**config.mk**
```make
export PLATFORM = sky130hd
export DESIGN_NAME = button_event_arbiter
export DESIGN_NICKNAME = d
export VERILOG_FILES = /design/src/rtl/button_event_arbiter_pkg.sv /design/src/rtl/debounce_channel.sv /design/src/rtl/button_event_arbiter.sv
export SDC_FILE = /design/constraint.sdc
export NUM_CORES = 1
export LEC_CHECK = 0
export ABC_AREA = 1
export CAP_MARGIN = 10
export CELL_PAD_IN_SITES_DETAIL_PLACEMENT = 1
export CELL_PAD_IN_SITES_GLOBAL_PLACEMENT = 2
export CORE_MARGIN = 8
export CORE_UTILIZATION = 34
export CTS_BUF_LIST = sky130_fd_sc_hd__clkbuf_4 sky130_fd_sc_hd__clkbuf_8
export CTS_CLUSTER_SIZE = 20
export DETAILED_ROUTE_END_ITERATION = 12
export GPL_TIMING_DRIVEN = 0
export HOLD_SLACK_MARGIN = 0.05
export PLACE_DENSITY = 0.81
export SYNTH_ARGS = -nofsm -noshare
export SYNTH_HDL_FRONTEND = slang
export SYNTH_HIERARCHICAL = 1
export SYNTH_SLANG_ARGS = --single-unit
```
**constraint.sdc**
```tcl
create_clock -name clock -period 2.2 [get_ports clock]
set_clock_uncertainty 0.15 [all_clocks]
set_input_delay 0.44 -clock clock [delete_from_list [all_inputs] [get_ports clock]]
set_output_delay 0.44 -clock clock [all_outputs]
set_load 0.05 [all_outputs]
```
**src/rtl/button_event_arbiter_pkg.sv**
```systemverilog
// rtl/button_event_arbiter_pkg.sv - shared widths and edge direction constants for the button event arbiter
package button_event_arbiter_pkg;

    localparam logic EVENT_RISING  = 1'b1;
    localparam logic EVENT_FALLING = 1'b0;

    function automatic int ch_width(input int channels);
        return (channels > 1) ? $clog2(channels) : 1;
    endfunction

    function automatic int cnt_width(input int debounce_cycles);
        return $clog2(debounce_cycles);
    endfunction

endpackage

```
**src/rtl/debounce_channel.sv**
```systemverilog
// rtl/debounce_channel.sv - two-flop synchronizer, stability counter and debounced level for one input
module debounce_channel
    import button_event_arbiter_pkg::*;
#(
    parameter int DEBOUNCE_CYCLES = 1000000,
    parameter bit RESET_LEVEL     = 1'b0
) (
    input  logic clock,
    input  logic reset,
    input  logic async_in,
    output logic level,
    output logic edge_strobe,
    output logic edge_dir
);

    localparam int CNT_W = cnt_width(DEBOUNCE_CYCLES);
    localparam logic [CNT_W-1:0] CNT_LAST = CNT_W'(DEBOUNCE_CYCLES - 1);

    logic             sync_q1;
    logic             sync_q2;
    logic [CNT_W-1:0] stable_cnt;

    // Bring the raw pin into the clock domain
    always_ff @(posedge clock) begin
        if (!reset) begin
            sync_q1 <= RESET_LEVEL;
            sync_q2 <= RESET_LEVEL;
        end else begin
            sync_q1 <= async_in;
            sync_q2 <= sync_q1;
        end
    end

    // The strobe fires in the cycle the new level is accepted, so the owner can latch it on the same edge
    assign edge_strobe = (sync_q2 != level) && (stable_cnt == CNT_LAST);
    assign edge_dir    = sync_q2 ? EVENT_RISING : EVENT_FALLING;

    // Accept a new level only after it has differed from the current one for DEBOUNCE_CYCLES samples
    always_ff @(posedge clock) begin
        if (!reset) begin
            level      <= RESET_LEVEL;
            stable_cnt <= '0;
        end else if (sync_q2 != level) begin
            if (stable_cnt == CNT_LAST) begin
                level      <= sync_q2;
                stable_cnt <= '0;
            end else begin
                stable_cnt <= stable_cnt + 1'b1;
            end
        end else begin
            stable_cnt <= '0;
        end
    end

endmodule

```
**src/rtl/button_event_arbiter.sv**
```systemverilog
// rtl/button_event_arbiter.sv - input conditioning plus round-robin event stream (optional EVENT_DROP_COUNT_EN)
module button_event_arbiter
    import button_event_arbiter_pkg::*;
#(
    parameter int CHANNELS        = 5,
    parameter int DEBOUNCE_CYCLES = 1000000,
    parameter bit RESET_LEVEL     = 1'b0,
    localparam int CH_W           = ch_width(CHANNELS)
) (
    input  logic                clock,
    input  logic                reset,
    input  logic [CHANNELS-1:0] async_in,
    output logic [CHANNELS-1:0] level_out,
    output logic                event_valid,
    input  logic                event_ready,
    output logic [CH_W-1:0]     event_channel,
    output logic                event_rising
`ifdef EVENT_DROP_COUNT_EN
    ,
    output logic [7:0]          drop_count
`endif
);

    localparam logic [CH_W-1:0] CH_LAST = CH_W'(CHANNELS - 1);

    logic [CHANNELS-1:0] edge_strobe;
    logic [CHANNELS-1:0] edge_dir;
    logic [CHANNELS-1:0] pending;
    logic [CHANNELS-1:0] pending_dir;
    logic [CH_W-1:0]     rr_ptr;
    logic                slot_load;
    logic                grant_found;
    logic [CH_W-1:0]     grant_idx;
    logic                grant_dir;

    for (genvar g = 0; g < CHANNELS; g++) begin : g_chan
        debounce_channel #(
            .DEBOUNCE_CYCLES (DEBOUNCE_CYCLES),
            .RESET_LEVEL     (RESET_LEVEL)
        ) u_debounce (
            .clock       (clock),
            .reset       (reset),
            .async_in    (async_in[g]),
            .level       (level_out[g]),
            .edge_strobe (edge_strobe[g]),
            .edge_dir    (edge_dir[g])
        );
    end

    assign slot_load = !event_valid || event_ready;

    // Round-robin pick: first pending at or above the pointer, otherwise the first pending below it
    always_comb begin
        grant_found = 1'b0;
        grant_idx   = '0;
        grant_dir   = 1'b0;
        for (int i = 0; i < CHANNELS; i++) begin
            if (!grant_found && pending[i] && (i >= int'(rr_ptr))) begin
                grant_found = 1'b1;
                grant_idx   = CH_W'(i);
                grant_dir   = pending_dir[i];
            end
        end
        for (int i = 0; i < CHANNELS; i++) begin
            if (!grant_found && pending[i]) begin
                grant_found = 1'b1;
                grant_idx   = CH_W'(i);
                grant_dir   = pending_dir[i];
            end
        end
    end

    // One pending flag per channel; a fresh edge always wins over a grant and replaces the older direction
    always_ff @(posedge clock) begin
        if (!reset) begin
            pending     <= '0;
            pending_dir <= '0;
        end else begin
            for (int i = 0; i < CHANNELS; i++) begin
                if (edge_strobe[i]) begin
                    pending[i]     <= 1'b1;
                    pending_dir[i] <= edge_dir[i];
                end else if (slot_load && grant_found && (grant_idx == CH_W'(i))) begin
                    pending[i] <= 1'b0;
                end
            end
        end
    end

    // Output slot refills whenever it is empty or being consumed; contents are frozen while stalled
    always_ff @(posedge clock) begin
        if (!reset) begin
            event_valid   <= 1'b0;
            event_channel <= '0;
            event_rising  <= 1'b0;
            rr_ptr        <= '0;
        end else if (slot_load) begin
            if (grant_found) begin
                event_valid   <= 1'b1;
                event_channel <= grant_idx;
                event_rising  <= grant_dir;
                rr_ptr        <= (grant_idx == CH_LAST) ? '0 : grant_idx + 1'b1;
            end else begin
                event_valid <= 1'b0;
            end
        end
    end

`ifdef EVENT_DROP_COUNT_EN
    logic [CHANNELS-1:0] drop_vec;
    logic [4:0]          drop_num;
    logic [9:0]          drop_sum;

    // An edge is coalesced when its channel already holds an undelivered event that is not leaving this cycle
    always_comb begin
        drop_vec = '0;
        drop_num = '0;
        for (int i = 0; i < CHANNELS; i++) begin
            drop_vec[i] = edge_strobe[i] && pending[i] &&
                          !(slot_load && grant_found && (grant_idx == CH_W'(i)));
            drop_num = drop_num + 5'(drop_vec[i]);
        end
        drop_sum = 10'(drop_count) + 10'(drop_num);
    end

    // Saturating count of coalesced edges
    always_ff @(posedge clock) begin
        if (!reset) begin
            drop_count <= '0;
        end else if (drop_sum > 10'd255) begin
            drop_count <= 8'd255;
        end else begin
            drop_count <= drop_sum[7:0];
        end
    end
`endif

endmodule

```
Yosys cells after proc, flatten, opt, wreduce, memory -nomap -nowiden
Cells that the tools add are included.

storage, ports and cells
  flip-flop bits (word level) = 133
  bits of input ports = 8
  output and inout port bits = 10
  logic and storage cells = 164

operators by class
  $add $sub $neg = 6
  $lt $le $gt $ge = 5
  eq/ne operators = 14
  multiplexer cells = 46
  bitwise gates (word level) = 6
  reduce and logical (&&, ||, !) cells = 53

operator list
  kind                                                 count
  adder 20 x 1 -> 20 bit, second input constant        5
  equality test 20 bit, second input constant          5
  two-way mux 1 bit                                    37
  two-way mux 3 bit                                    9
  logical AND 1 bit                                    25
  OR reduction 3 bit                                   5
  AND reduction 2 bit                                  6
  logical NOT 1 bit                                    10
  nonzero test 2 bit                                   5
  equality test 3 x 2 -> 1 bit, second input constant  2
  >= comparator 1 x 3 -> 1 bit, first input constant   2
  >= comparator 2 x 3 -> 1 bit, first input constant   2
  inverter 1 bit                                       6
  inequality test 1 bit                                5
  adder 3 x 1 -> 3 bit, second input constant          1
  equality test 3 x 1 -> 1 bit, second input constant  1
  equality test 3 bit, second input constant           1
  >= comparator 3 bit, first input constant            1
  logical NOT 3 bit                                    1
  logical OR 1 bit                                     1

Longest topological paths before layout
Gate-level depths: netlist (run 1).

  word-level depth = 38
  mapped depth = 16
  depth with buffers taken out = 16

By module
The synthesis (run 1) kept the hierarchy.

modules (own cells, without submodules)
  module                                       instances  cells each  area an instance (um^2)
  debounce_channel (g_chan[0].u_debounce ...)  4          158         1,193.6
  debounce_channel (g_chan[4].u_debounce)      1          181         1,214.9
  button_event_arbiter                         1          147         1,046.0

Worst setup path after synthesis (run 1)
Ideal clock, no wire load.

  path type = register to register
  from = register pending[0]
  to = register rr_ptr[2]
  setup time = 0.115 ns
  arrival = 1.894 ns
  setup slack = 0.042 ns
  cell stages (with the launch flop) = 17
  path buffers = 0
  cells stage by stage = dfxtp_1 inv_2 nor2_1 nand2_2 nand2_2 nor2_4 nand4_2 nor2_4 nand3_1 nand2_1 nor2_1 inv_1 ha_1 ha_1 inv_1 a21oi_1 nor2_1

on the way
  longest elaborated chain between the ends = 35
  elaborated cells between the ends (all ways) = 46

RTL lines
  what                                                                RTL line                     source
  start: declaration                                                  button_event_arbiter.sv:28   logic [CHANNELS-1:0] pending;
  start signal: assignment                                            button_event_arbiter.sv:76   pending <= '0;
  start signal: indexed assignment                                    button_event_arbiter.sv:81   pending[i] <= 1'b1;
  start signal: indexed assignment                                    button_event_arbiter.sv:84   pending[i] <= 1'b0;
  logical AND 1 bit                                                   button_event_arbiter.sv:58   if (!grant_found && pending[i] && (i >= int'(rr_ptr))) begin
  two-way mux 1 bit                                                   button_event_arbiter.sv:58
  logical NOT 1 bit                                                   button_event_arbiter.sv:58
  logical AND 1 bit (2 in a row)                                      button_event_arbiter.sv:58
  two-way mux 1 bit                                                   button_event_arbiter.sv:58
  logical NOT 1 bit                                                   button_event_arbiter.sv:58
  logical AND 1 bit (2 in a row)                                      button_event_arbiter.sv:58
  two-way mux 1 bit                                                   button_event_arbiter.sv:58
  (+18 left out)                                                      n/a
  logical AND 1 bit                                                   button_event_arbiter.sv:65   if (!grant_found && pending[i]) begin
  two-way mux 1 bit                                                   button_event_arbiter.sv:65
  logical NOT 1 bit                                                   button_event_arbiter.sv:65
  logical AND 1 bit                                                   button_event_arbiter.sv:65
  two-way mux 3 bit *                                                 button_event_arbiter.sv:65
  net grant_idx[1]                                                    button_event_arbiter.sv:33   logic [CH_W-1:0] grant_idx;
  adder 3 x 1 -> 3 bit / equality test 3 bit (equally long branches)  button_event_arbiter.sv:102  rr_ptr <= (grant_idx == CH_LAST) ? '0 : grant_idx + 1'b1;
  two-way mux 3 bit *                                                 button_event_arbiter.sv:102
  end signal: assignment                                              button_event_arbiter.sv:102
  end: declaration                                                    button_event_arbiter.sv:30   logic [CH_W-1:0] rr_ptr;

The timed path passes the listed nets; every way through them passes the cells marked *.
A chain may end at the register's enable or synchronous reset.

Worst setup path in the final report (run 1)
  from = register rr_ptr[2]
  to = register rr_ptr[2]

on the way
  longest elaborated chain between the ends = 36
  elaborated cells between the ends (all ways) = 51

RTL lines
  what                                                                RTL line
  >= comparator 1 x 3 -> 1 bit                                        button_event_arbiter.sv:58
  logical AND 1 bit                                                   button_event_arbiter.sv:58
  two-way mux 1 bit                                                   button_event_arbiter.sv:58
  logical NOT 1 bit                                                   button_event_arbiter.sv:58
  logical AND 1 bit (2 in a row)                                      button_event_arbiter.sv:58
  two-way mux 1 bit                                                   button_event_arbiter.sv:58
  logical NOT 1 bit                                                   button_event_arbiter.sv:58
  logical AND 1 bit (2 in a row)                                      button_event_arbiter.sv:58
  (+19 left out)                                                      n/a
  logical AND 1 bit                                                   button_event_arbiter.sv:65
  two-way mux 1 bit                                                   button_event_arbiter.sv:65
  logical NOT 1 bit                                                   button_event_arbiter.sv:65
  logical AND 1 bit                                                   button_event_arbiter.sv:65
  two-way mux 3 bit *                                                 button_event_arbiter.sv:65
  net grant_idx[1]                                                    button_event_arbiter.sv:33
  adder 3 x 1 -> 3 bit / equality test 3 bit (equally long branches)  button_event_arbiter.sv:102
  two-way mux 3 bit *                                                 button_event_arbiter.sv:102

Marks and branches as above.

==> flow_summary.json, run 1 <==
{
  "drt_iter0_drc": 187,
  "crit_type": "flip-flop to flip-flop",
  "placedCellCount": 1247,
  "numClockSinks": 133,
  "wire_per_inst_um": 13.2,
  "grtUsageTotal_pct": 13.8,
  "ys_warn_count": 6,
  "initial_core_util_pct": 34.7,
  "use_met1_pct": 16.7,
  "cpMaxStageDelayCell": "dfxtp_4",
  "grt-ovfl-total": 0,
  "clock_path_buffers": 2,
  "post-route-min-period_ps": 2160,
  "crit_path_start_kind": "flip-flop",
  "fin_crit_sh_pct": 98.3,
  "wl_um": 17100,
  "rsz0062_at_grt": "yes",
  "synth_area_um2": 7040,
  "htree_levels": 4,
  "first_pass_iters": 4,
  "ys_top_cells_by_area": "dfxtp_1 (38%), nand2_1 (9.9%), nor2_1 (7.7%)",
  "gp_congestion": 0.783,
  "outcome": "completed",
  "crit_chain": "nor2_4 -> nand2_2 -> nand2_4 -> nor2_4 -> nand4_4 -> nor2_4 -> nand3_2 -> nand2_2 -> nor2_4 -> inv_2 -> ha_2 -> ha_4 -> inv_2 -> a21oi_2 -> nor2_1",
  "dieArea_um2": 25600,
  "dp_hpwl_um": 12600,
  "crit_top_cell": "nor2_4",
  "grtUsageMet2_pct": 23.8,
  "cap_viol_max_count": 0,
  "syn_to_final_growth_pct": 17.5,
  "ctsHoldBuffers": 0,
  "cts-root-buf": "clkbuf_8",
  "setup_viol_count_final": 0,
  "clk_pin_slew_worst_paths_ps": 80,
  "irDropWorstVdd_uv": 381,
  "met3_usage_pct": 2.96,
  "fin_setup_tns_ps": 0,
  "yosysTopAreaCell": "dfxtp_1",
  "netlist_instances": 960,
  "final_cells": 1295,
  "antenna_found_initial": 0,
  "ys_types": 34,
  "clock_latency_ps": 450,
  "hold_class": "flip-flop to flip-flop",
  "viasPerCell": 4.71,
  "endpoint_kind": "flip-flop",
  "seq_area_frac_synth_pct": 37.8,
  "crit_required_ps": 2430,
  "cp_max_fo": 4,
  "n_antenna_cell": 0,
  "grt_max_degree": 25,
  "io_buffers": 17,
  "fillers": 2597,
  "drtAntennaViolNets": 0,
  "hold_ws_ps": 267,
  "ys_seq_elements": 133,
  "drive_gt1_share_pct": 21.3,
  "powerDensity_nw_per_um2": 597,
  "fin_nets": 1030,
  "cts-buffers-inserted": 17,
  "grt_pass1_vias": 6233,
  "grt_pass1_wl_um": 29600,
  "busiest_layer": "met2",
  "rows": 52,
  "max_freq_mhz": 462,
  "io_pins": 18,
  "arrival_ps": 2390,
  "hold_viol": 0,
  "coreArea_um2": 20300,
  "avgSynthCellArea_um2": 7.33,
  "power.leakage_nw": 2.74,
  "die_w_um": 160,
  "syn-num-nets": 978,
  "worstMarginPinSlew_ps": 914,
  "via_count": 6096,
  "relSlewSlack_pct": 39.1,
  "post-route-drc-count": 0,
  "cts_tree": "done",
  "synth_top_cell_area_share_pct": 37.8,
  "slowest_delay_ps": 400,
  "report.final.slew_viol_count": 0,
  "die_y_um": 160
}
-- timing repair --
action,in CTS,in global routing
setup buffers,3,13
setup endpoints to repair,22,9
pin swaps,3,12
resized for setup,24,31
-- kinds of logic after synthesis --
group | count (synthesis) | share of synthesized area (%)
adder cells (fa/ha/maj) | 10 | 1.78
flip-flops | 133 | 37.8
AND/OR/NAND/NOR | 575 | 41.4
AO/OA/AOI/OAI | 93 | 6.94
XOR/XNOR | 42 | 5.23
buffers and inverters | 107 | 6.78
-- metrics by stage --
stage                     utilization (%)  total power [W]  cell area (um^2)  worst slack [ps]
after floorplan                         -          0.00253              7040              41.9
after global placement               37.2          0.00256              7540              -488
after detailed placement             37.2          0.00257              7540              -474
after CTS                            39.7          0.00501              8060             -45.2
after global routing                 40.7          0.00513              8270              -130
final                                40.7          0.00493              8270              37.0
-- area by class of cell --
type,count,area [um^2],share of cell area (%)
Tap cell,270,338,4.09
Inverter,101,384,4.65
Sequential cell,133,2670,32.3
Buffer,6,95.1,1.15
Timing Repair Buffer,33,284,3.44
Clock buffer,19,262,3.16
Multi-Input combinational cell,720,4030,48.7
Clock inverter,13,204,2.47
-- critical path: cells and delay by family (launching register included) --
family	cells	cell delay (ps)
adders and majority gates	2	380
buffers and inverters	2	120
AOI/OAI and AO/OA	1	40
DFF	1	400
and+or+nand+nor	10	990
-- routing by layer --
layer	routed length, um	vias up	share of wire (%)
met5	0	-	0
met3	352	23	2.1
met2	8420	39	49
li1	-	3171	-
met4	257	0	1.5
met1	8110	2863	47
-- path summary, 6_finish.rpt --
kind                                                    from                            to  slack [ps]  depth (start not counted)
worst max-delay path                               rr_ptr[2]                     rr_ptr[2]          40                         15
worst min-delay path            g_chan[1].u_debounce/sync_q1  g_chan[1].u_debounce/sync_q2         270                          2
worst max register to register                     rr_ptr[2]                     rr_ptr[2]          40                         15
worst min register to register  g_chan[1].u_debounce/sync_q1  g_chan[1].u_debounce/sync_q2         270                          2
-- sequential cells by signal (all words and copies together) (netlist names) --
signal                        flops
g_chan.u_debounce/stable_cnt    100
g_chan.u_debounce/level           5
g_chan.u_debounce/sync_q1         5
g_chan.u_debounce/sync_q2         5
pending                           5
pending_dir                       5
event_channel                     3
rr_ptr                            3
event_rising                      1
event_valid                       1
-- cell usage after synthesis --
library cell and number:
nand2_1 186, nor2_1 144, dfxtp_1 133, inv_1 91, nand3_1 78, nor2_2 71
a21oi_1 61, xnor2_1 29, o21ai_0 21, nand4_1 19, nand2_2 18, xor2_1 13
nor2_4 12, ha_1 10, nor3_1 10, nand3_2 7, o21bai_1 7, or2_0 7
nand2_4 6, inv_2 5, or2_2 5, buf_12 4, clkinv_1 4, nand3_4 4
nand3b_4 4, nand4_4 2, o21ai_1 2, a21oi_2 1, a31oi_1 1, buf_6 1
clkbuf_1 1, inv_4 1, nand3b_1 1, nand4_2 1
-- power by group --
| part | switching, W | total (W) | internal (W) |
|---|---|---|---|
| Combinational | 0.0000504 | 0.0000824 | 0.0000320 |
| Sequential | 0.00000750 | 0.00242 | 0.00241 |
| Clock | 0.00102 | 0.00243 | 0.00141 |
| Total | 0.00108 | 0.00493 | 0.00385 |
-- placed cells by master (no fill, tap or decap), types with 10 or more instances in the layout --
cell           count
dlygate4sd2_1     11
nor2_4            16
nor3_1            10
buf_4             14
inv_1             86
nand4_1           19
dfxtp_1          128
nand2_1          181
xnor2_1           29
o21ai_0           20
nor2_2            72
nand3_1           75
nand2_2           21
a21oi_1           60
nand3_2           10
xor2_1            13
clkbuf_8          19
nor2_1           139
(Power assumes the default switching activity.)
==> run 2, diff against run 1 <==
--- a/config.mk
+++ b/config.mk
@@ -5,18 +5,18 @@
 export SDC_FILE = /design/constraint.sdc
 export NUM_CORES = 1
 export LEC_CHECK = 0
-export ABC_AREA = 1
 export CAP_MARGIN = 10
 export CELL_PAD_IN_SITES_DETAIL_PLACEMENT = 1
 export CELL_PAD_IN_SITES_GLOBAL_PLACEMENT = 2
 export CORE_MARGIN = 8
-export CORE_UTILIZATION = 34
+export CORE_UTILIZATION = 36
 export CTS_BUF_LIST = sky130_fd_sc_hd__clkbuf_4 sky130_fd_sc_hd__clkbuf_8
 export CTS_CLUSTER_SIZE = 20
 export DETAILED_ROUTE_END_ITERATION = 12
 export GPL_TIMING_DRIVEN = 0
 export HOLD_SLACK_MARGIN = 0.05
-export PLACE_DENSITY = 0.81
+export PLACE_DENSITY_LB_ADDON = 0.1
+export RECOVER_POWER = 25
 export SYNTH_ARGS = -nofsm -noshare
 export SYNTH_HDL_FRONTEND = slang
 export SYNTH_HIERARCHICAL = 1
==> flow_summary.json, run 2 <==
{
  "yosys.area_share.simple_pct": 28.6,
  "syn_to_final_growth_pct": 24.2,
  "post-route-drc-count": 0,
  "report.final.slew_viol_count": 0,
  "drive_gt1_share_pct": 20.8,
  "endpoint_kind": "flip-flop",
  "grtUsageTotal_pct": 14.7,
  "fillers": 2053,
  "antenna_found_initial": 0,
  "dp_hpwl_um": 10900,
  "drtAntennaViolNets": 0,
  "synth_area_um2": 6280,
  "synth_flop_cell": "dfxtp_1",
  "synth_compound_area_share_pct": 12.4,
  "fin_nets": 814,
  "wire_per_inst_um": 15.5,
  "htree_levels": 4,
  "synthAdderAreaFrac_pct": 1.99,
  "yosysTopAreaCell": "dfxtp_1",
  "ys_async_sr_fraction_pct": 0,
  "holdPathStages": 1,
  "initial_core_util_pct": 36.6,
  "largest_reg_flops": 100,
  "outcome": "finished with violations",
  "worstMarginPinSlew_ps": 947,
  "powerDensity_nw_per_um2": 573,
  "post-route-min-period_ps": 2350,
  "coreArea_um2": 17200,
  "synth_top_family_by_area": "simple AND/OR/NAND/NOR gates",
  "r2r_end": "rr_ptr[2]",
  "arrival_ps": 2560,
  "crit_path_start": "rr_ptr[1]",
  "io_buffers": 17,
  "n_antenna_cell": 0,
  "grt_pass1_wl_um": 26600,
  "top_register": "g_chan.u_debounce/stable_cnt",
  "synth_top_cell_area_share_pct": 42.4,
  "cts_tree": "done",
  "drt_iter0_drc": 205,
  "hold_viol": 0,
  "first_pass_iters": 4,
  "hold_class": "flip-flop to flip-flop",
  "violations": "negative setup slack",
  "synth_edf_count": 0,
  "crit_path_start_kind": "flip-flop",
  "reg2reg_slack_ps": -150,
  "rows": 48,
  "avgSynthCellArea_um2": 8.65,
  "rr_startpoint": "rr_ptr[1]",
  "rsz0062_at_grt": "yes",
  "crit_type": "flip-flop to flip-flop",
  "grt-ovfl-total": 0,
  "crit_required_ps": 2410,
  "numClockSinks": 133,
  "io_pins": 18,
  "gp_congestion": 0.816,
  "setup_viol_count_final": 2,
  "cap_viol_max_count": 0,
  "ys_warn_count": 6,
  "viasPerCell": 5.27,
  "netlist_instances": 726,
  "power.total_w": 0.00447,
  "irDropWorstVdd_uv": 340,
  "pre_cts_slack_ps": -593,
  "yosysMostFrequentCell": "dfxtp_1",
  "grt_max_degree": 23,
  "synthXorXnorAreaFrac_pct": 8.93,
  "clock_latency_ps": 440,
  "die_y_um": 148,
  "ys_seq_elements": 133,
  "synth_top_cells_by_count": "dfxtp_1 (133), nor2_1 (90), xnor2_1 (50), nand2_1 (46), a21oi_1 (37)",
  "power.leakage_nw": 2.37,
  "grt_pass1_vias": 5512,
  "wl_um": 16000,
  "cp_max_fo": 4,
  "die_w_um": 148,
  "fin_setup_tns_ps": -172,
  "seq_area_frac_synth_pct": 42.4,
  "ys_types": 64,
  "min_from": "g_chan[0].u_debounce/sync_q1",
  "dieArea_um2": 21900,
  "relSlewSlack_pct": 36.8,
  "ys_top_cells_by_area": "dfxtp_1 (42%), xnor2_1 (7.0%), nor2_1 (5.4%)",
  "layout_setup_ws_ps": -146,
  "final_common_cell": "dfxtp_1",
  "via_count": 5441,
  "mostFrequentLayoutCells": "dfxtp_1 (113), nor2_1 (89), xnor2_1 (50)",
  "synthMuxAreaShare_pct": 1.28,
  "clock_path_buffers": 2,
  "clk_pin_slew_worst_paths_ps": 70,
  "syn-num-nets": 744,
  "cts-buffers-inserted": 17,
  "fin_crit_sh_pct": 107,
  "cts-root-buf": "clkbuf_8",
  "whs_endpoint": "g_chan[0].u_debounce/sync_q2",
  "reg2reg_depth": 8,
  "max_freq_mhz": 426
}
[run 2: changes by cell type after synthesis, moves of 15 or more]
cell | before | now
nor2_1 | 144 | 90
or4_1 | 0 | 20
xnor2_1 | 29 | 50
a21oi_1 | 61 | 37
inv_1 | 91 | 35
nand2_1 | 186 | 46
nand2_2 | 18 | 0
and2_1 | 0 | 17
or3_1 | 0 | 18
nand3_1 | 78 | 26
nor2_2 | 71 | 0
nor4_1 | 0 | 15
[run 2: metal layers]
layer	up-vias	share of wire [%]	global-route usage, %	routed length, um
met5	-	0	0	0
met4	0	1.2	5.10	189
met3	17	2.5	3.37	397
met2	53	49	24.7	7890
met1	2664	47	18.1	7520
li1	2707	-	-	-
[run 2: how the worst max path moves through the flow]
stage                   to  slack, ps  depth (start not counted)
6_report         rr_ptr[2]       -150                          8
3_5_place_dp   event_valid       -590                          5
3_3_place_gp   event_valid       -610                          5
2_1_floorplan    rr_ptr[2]        -30                          8
5_1_grt          rr_ptr[2]       -240                          8
4_1_cts          rr_ptr[2]       -120                         10
[run 2: kinds of logic after synthesis]
group | count (synthesis)
and+or+nand+nor | 327
DFF | 133
AOI/OAI and AO/OA | 121
buffers and inverters | 63
muxes | 8
adders and majority gates | 10
xor gates and xnor gates | 64
[run 2: worst max-delay path, cell delays in order (launching register included)]
cell       delay (ps)
dfxtp_4           370
o21ai_4           200
a2111oi_4         110
o311ai_4          370
inv_1             120
ha_2              180
ha_1              270
or3_4             380
a21oi_2           120
[run 2: power breakdown]
group	internal [W]	leakage (nW)	switching, W
sequential	0.00241	1.09	0.00000866
clock	0.00106	0.191	0.000933
combinational	0.0000266	1.09	0.0000393
[run 2: area by class of cell]
| class | instances | area, um^2 | area share (%) |
|---|---|---|---|
| clock inverters | 10 | 108 | 1.38 |
| repair buffers | 53 | 449 | 5.76 |
| flip-flops and latches | 133 | 2710 | 34.7 |
| well taps | 225 | 282 | 3.61 |
| clock buffers | 21 | 270 | 3.47 |
| plain buffers | 26 | 184 | 2.36 |
| multi-input cells | 530 | 3670 | 47.0 |
| inverters | 35 | 131 | 1.68 |
[run 2: per-stage QoR]
stage,instances,cell area (um^2),util (%),hold WS [ps]
2_1_floorplan,726,6320,-,262
3_3_place_gp,968,6780,39.5,265
3_5_place_dp,968,6780,39.5,276
4_1_cts,1013,7440,43.3,287
5_1_grt,1033,7800,45.4,307
6_report,1033,7800,45.4,290
[run 2: what timing repair did]
item	in CTS	in global routing
buffers inserted	14	21
pin swaps	9	17
hold buffers	0	0
endpoints found under the setup margin	43	99
gates resized for setup	59	58
gates cloned	0	1
